## src/rtl/mem_arbiter.sv

```systemverilog
// Two-master arbiter (core C, debug D) sharing one data-memory/MMIO port.
// Optional round-robin tie-break enabled by defining MEM_ARB_RR_EN.
module mem_arbiter #(
    parameter int unsigned AW = 32,
    parameter int unsigned DW = 32
) (
    input  logic          clk,
    input  logic          reset,
    input  logic          c_req,
    input  logic          c_we,
    input  logic [AW-1:0] c_addr,
    input  logic [DW-1:0] c_wdata,
    output logic          c_ack,
    output logic [DW-1:0] c_rdata,
    input  logic          d_req,
    input  logic          d_we,
    input  logic [AW-1:0] d_addr,
    input  logic [DW-1:0] d_wdata,
    output logic          d_ack,
    output logic [DW-1:0] d_rdata,
    output logic          memwrite,
    output logic          memread,
    output logic [AW-1:0] addr,
    output logic [DW-1:0] writedata,
    input  logic [DW-1:0] readdata,
    output logic          busy,
    output logic          owner
);

    typedef enum logic [1:0] {IDLE, ACCESS, DONE} state_t;

    state_t state;
    logic   lat_we;
    logic   win;
    logic   sel_we;

    // Winner: 0 = core, 1 = debug; only meaningful when a request is present.
    always_comb begin
        win = ~c_req;
`ifdef MEM_ARB_RR_EN
        if (c_req && d_req) begin
            win = ~owner;
        end
`endif
        sel_we = win ? d_we : c_we;
    end

    always_ff @(posedge clk) begin
        if (reset) begin
            state     <= IDLE;
            lat_we    <= 1'b0;
            c_ack     <= 1'b0;
            d_ack     <= 1'b0;
            c_rdata   <= '0;
            d_rdata   <= '0;
            memwrite  <= 1'b0;
            memread   <= 1'b0;
            addr      <= '0;
            writedata <= '0;
            busy      <= 1'b0;
            owner     <= 1'b0;
        end else begin
            case (state)
                IDLE: begin
                    if (c_req || d_req) begin
                        owner     <= win;
                        lat_we    <= sel_we;
                        addr      <= win ? d_addr : c_addr;
                        writedata <= win ? d_wdata : c_wdata;
                        memwrite  <= sel_we;
                        memread   <= ~sel_we;
                        busy      <= 1'b1;
                        state     <= ACCESS;
                    end
                end
                ACCESS: begin
                    memwrite <= 1'b0;
                    memread  <= 1'b0;
                    // Only the winner's read register moves, and only on reads.
                    if (!lat_we) begin
                        if (owner) begin
                            d_rdata <= readdata;
                        end else begin
                            c_rdata <= readdata;
                        end
                    end
                    c_ack <= ~owner;
                    d_ack <= owner;
                    state <= DONE;
                end
                DONE: begin
                    c_ack <= 1'b0;
                    d_ack <= 1'b0;
                    busy  <= 1'b0;
                    state <= IDLE;
                end
                default: state <= IDLE;
            endcase
        end
    end

endmodule
```

## config.mk

```make
export PLATFORM = sky130hd
export DESIGN_NAME = mem_arbiter
export DESIGN_NICKNAME = d
export VERILOG_FILES = /design/src/rtl/mem_arbiter.sv
export SDC_FILE = /design/constraint.sdc
export NUM_CORES = 1
export LEC_CHECK = 0
export CAP_MARGIN = 20
export CORE_MARGIN = 1.5
export CORE_UTILIZATION = 35
export CTS_BUF_LIST = sky130_fd_sc_hd__clkbuf_8
export DETAILED_ROUTE_END_ITERATION = 12
export GPL_ROUTABILITY_DRIVEN = 0
export PLACE_DENSITY = 0.85
export SYNTH_ARGS = -nofsm -noshare
export SYNTH_HDL_FRONTEND = slang
export SYNTH_SLANG_ARGS = --single-unit
```

## constraint.sdc

```tcl
create_clock -name clk -period 2.05 [get_ports clk]
set_clock_uncertainty 0.1 [all_clocks]
set_input_delay 0.3075 -clock clk [delete_from_list [all_inputs] [get_ports clk]]
set_output_delay 0.3075 -clock clk [all_outputs]
set_load 0.02 [all_outputs]
```

==> insert_results.sql <==
INSERT INTO impl_metrics (metric_group, metric, value, unit) VALUES
('final_layout', 'commonest_non_fill_non_tap_cells_in_the_layout', 'clkdlybuf4s50_1 (297), dfxtp_1 (136), nand2_1 (128)', ''),
('synthesis', 'synth_seq_cells', '137', ''),
('synthesis', 'synth_xor_area_frac', '0', ''),
('clock_tree', 'clk-insertion-delay-late', '450', 'ps'),
('die', 'fp.coreArea', '0.0152', 'mm2'),
('synthesis', 'ys_warns', '0', ''),
('power', 'vdd_drop_max', '0.000506', 'V'),
('synthesis', 'synth_nets', '784', ''),
('detailed_routing', 'antenna_left', '0', ''),
('global_route', 'largest_net_degree_at_the_start_of_global_routing', '41', ''),
('worst_setup_path', 'timing.critical_path.required', '1640', 'ps'),
('detailed_routing', 'drt-vias-per-instance', '4.89', ''),
('sta', 'finalCriticalPeriod', '1940', 'ps'),
('sta', 'rsz_0062_raised_after_global_routing', 'false', ''),
('final_layout', 'drive_above_1_share', '0.0595', ''),
('worst_setup_path', 'timing_worst_setup_path_type', 'reg2out', ''),
('worst_setup_path', 'worst-path-max-fanout', '8', ''),
('final_layout', 'area_growth', '67.8', '%'),
('die', 'floorplan.io_pins', '300', ''),
('power', 'power_leakage', '3.47', 'nW'),
('clock_tree', 'clkSinkCount', '137', ''),
('clock_tree', 'tritoncts.num_buffers', '17', ''),
('power', 'pwr-share-clk', '0.320', ''),
('clock_tree', 'clock_root_buffer_master', 'clkbuf_8', ''),
('worst_setup_path', 'cpLargestDelayFamily', 'buffers and inverters', ''),
('synthesis', 'synth_compound_gate_area_share', '0.158', ''),
('final_layout', 'final_nets', '1066', ''),
('worst_setup_path', 'worst-path-buf-inv', '1', ''),
('power', 'cellPowerDensity', '847', 'mW/mm2'),
('min_path', 'worstHoldPathType', 'in2reg', ''),
('worst_setup_path', 'endpoint_type_of_the_worst_setup_path', 'output pin', ''),
('clock_tree', 'clock_tree_from_tritoncts', 'done', ''),
('clock_tree', 'cts.path.max_buffers', '2', ''),
('detailed_routing', 'number_of_design_rule_violations_left_by_the_first_detailed_router_iteration', '257', ''),
('detailed_routing', 'vias', '5362', ''),
('final_layout', 'mostFrequentLayoutCell', 'clkdlybuf4s50_1', ''),
('die', 'floorplan.die.height', '128', 'um'),
('power', 'power_report.internal_total', '0.00540', 'W'),
('worst_setup_path', 'critical_path.cell_chain', 'clkdlybuf4s50_1', ''),
('worst_setup_path', 'crit_cells', '1', ''),
('global_route', 'antenna_violations_before_repair', '1', ''),
('die', 'die_width', '128', 'um'),
('global_route', 'globalRouteOverflowTotal', '0', ''),
('detailed_routing', 'drt_first_pass_iters', '5', ''),
('status', 'run_status', 'complete, no violations', ''),
('sta', 'final_cycle_share', '0.946', ''),
('global_route', 'track_usage', '0.203', ''),
('worst_setup_path', 'data_arrival_at_the_endpoint_of_the_critical_path', '1530', 'ps'),
('placed_design', 'place.port_buffers', '299', ''),
('clock_tree', 'postCtsSetupRepairBufs', '0', ''),
('die', 'die_area', '0.0163', 'mm2'),
('detailed_routing', 'routed_length_per_placed_instance', '15.4', 'um'),
('global_route', 'number_of_global_route_vias_before_repair', '4971', ''),
('sta', 'drv_slew', '0', ''),
('placed_design', 'half_perimeter_wire_length_after_detailed_placement', '12500', 'um'),
('min_path', 'hold_path_depth', '2', ''),
('worst_setup_path', 'critical_path.slowest_cell', 'clkdlybuf4s50_1', ''),
('synthesis', 'postSynthCellCount', '613', ''),
('synthesis', 'unique_masters_post_synth', '27', ''),
('sta', 'timing.setup.tns', '0', 'ps'),
('final_layout', 'diodes', '0', ''),
('clock_tree', 'path_clk_slew', '80', 'ps'),
('sta', 'max_freq', '0.516', 'GHz'),
('worst_setup_path', 'r2r.worst_path.cells', '6', ''),
('detailed_routing', 'postRouteWirelength', '16900', 'um'),
('detailed_routing', 'route.detailed.drc', '0', ''),
('synthesis', 'post_synth_mux_area_share', '0.128', ''),
('synthesis', 'post_synth_instance_area', '0.00544', 'mm2'),
('worst_setup_path', 'slowest_delay', '640', 'ps'),
('global_route', 'grt_pass1_wl', '25400', 'um'),
('synthesis', 'area_share_of_and_or_nand_nor_cells_after_synthesis', '0.155', '');
==> metrics by stage <==
step | hold WS (ps) | cells | util | setup slack, ps | instance area, um2
finish | 76.2 | 1096 | 0.600 | 111 | 9120
global route | 64.8 | 1096 | 0.600 | 62.7 | 9120
CTS | 64.8 | 1096 | 0.600 | 85.2 | 9120
detailed placement | 346 | 1064 | 0.571 | 176 | 8680
global placement | 340 | 1064 | 0.571 | 266 | 8680
floorplan | 344 | 613 | - | 391 | 5440
==> area by class of cell <==
| cell class | instances | area [um2] |
|---|---|---|
| tap | 188 | 235 |
| clock buffer | 18 | 248 |
| sequential | 137 | 2740 |
| inverter | 2 | 7.51 |
| timing repair buffer | 315 | 3220 |
| multi-input combinational | 422 | 2470 |
| fill | 1348 | 6080 |
| clock inverter | 14 | 195 |
==> repair_timing <==
action                                  CTS  global route
hold buffers                              0             0
endpoints found under the setup margin    1             0
gates resized for setup                   1             0
==> final timing paths <==
| path | startpoint | endpoint | slack, ps |
|---|---|---|---|
| worst max register to register | state[1]$_SDFFE_PP0P_ | c_rdata[7]$_SDFFE_PP0P_ | 260 |
| worst max-delay path | owner$_SDFFE_PP0P_ | owner | 110 |
| worst min-delay path | c_req | owner$_SDFFE_PP0P_ | 80 |
| worst min register to register | d_rdata[14]$_SDFFE_PP0P_ | d_rdata[14]$_SDFFE_PP0P_ | 350 |
==> flip-flops by register name, indices dropped and copies added, names as in the netlist <==
signal     cells
c_rdata       32
state          2
lat_we         1
writedata     32
busy           1
c_ack          1
owner          1
d_rdata       32
d_ack          1
memread        1
addr          32
memwrite       1
==> synthesized netlist by cell type (all sizes together) <==
cell type / n / area share
a211oi: 65 / 0.090
a21oi: 69 / 0.064
a311oi: 1 / 0.0016
and3b: 1 / 0.0016
buf: 20 / 0.020
clkbuf: 32 / 0.022
dfxtp: 137 / 0.50
ha: 5 / 0.012
inv: 2 / 0.0014
mux2: 1 / 0.0028
mux2i: 68 / 0.13
nand2: 128 / 0.088
nand2b: 1 / 0.0012
nand3b: 2 / 0.0028
nand4bb: 1 / 0.0021
nor2: 71 / 0.049
nor3b: 2 / 0.0037
o21a: 1 / 0.0014
o21ai: 2 / 0.0018
or2: 1 / 0.0012
or3b: 2 / 0.0032
or4b: 1 / 0.0018
==> kinds of logic (layout without fill, tap and decap cells) <==
kind of cell,count (synthesis),in the layout
AO/OA/AOI/OAI,138,138
AND/OR/NAND/NOR,210,210
multiplexers,69,69
buffers and inverters,54,349
flip-flops,137,137
adder cells (fa/ha/maj),5,5
==> power by group through the flow <==
stage	registers, W	clock network, W	logic, W
floorplan	0.00348	0	0.000714
global placement	0.00315	0	0.00214
detailed placement	0.00316	0	0.00217
CTS	0.00310	0.00253	0.00218
global route	0.00313	0.00265	0.00231
finish	0.00310	0.00248	0.00216
==> layer usage <==
layer,up-vias,wire length (um),track usage
li1,2671,-,-
met1,2440,6500,0.219
met2,228,8480,0.358
met3,23,1540,0.0808
met4,0,344,0.0793
met5,-,0,0
Note: power is estimated with default switching activity, not from simulation.
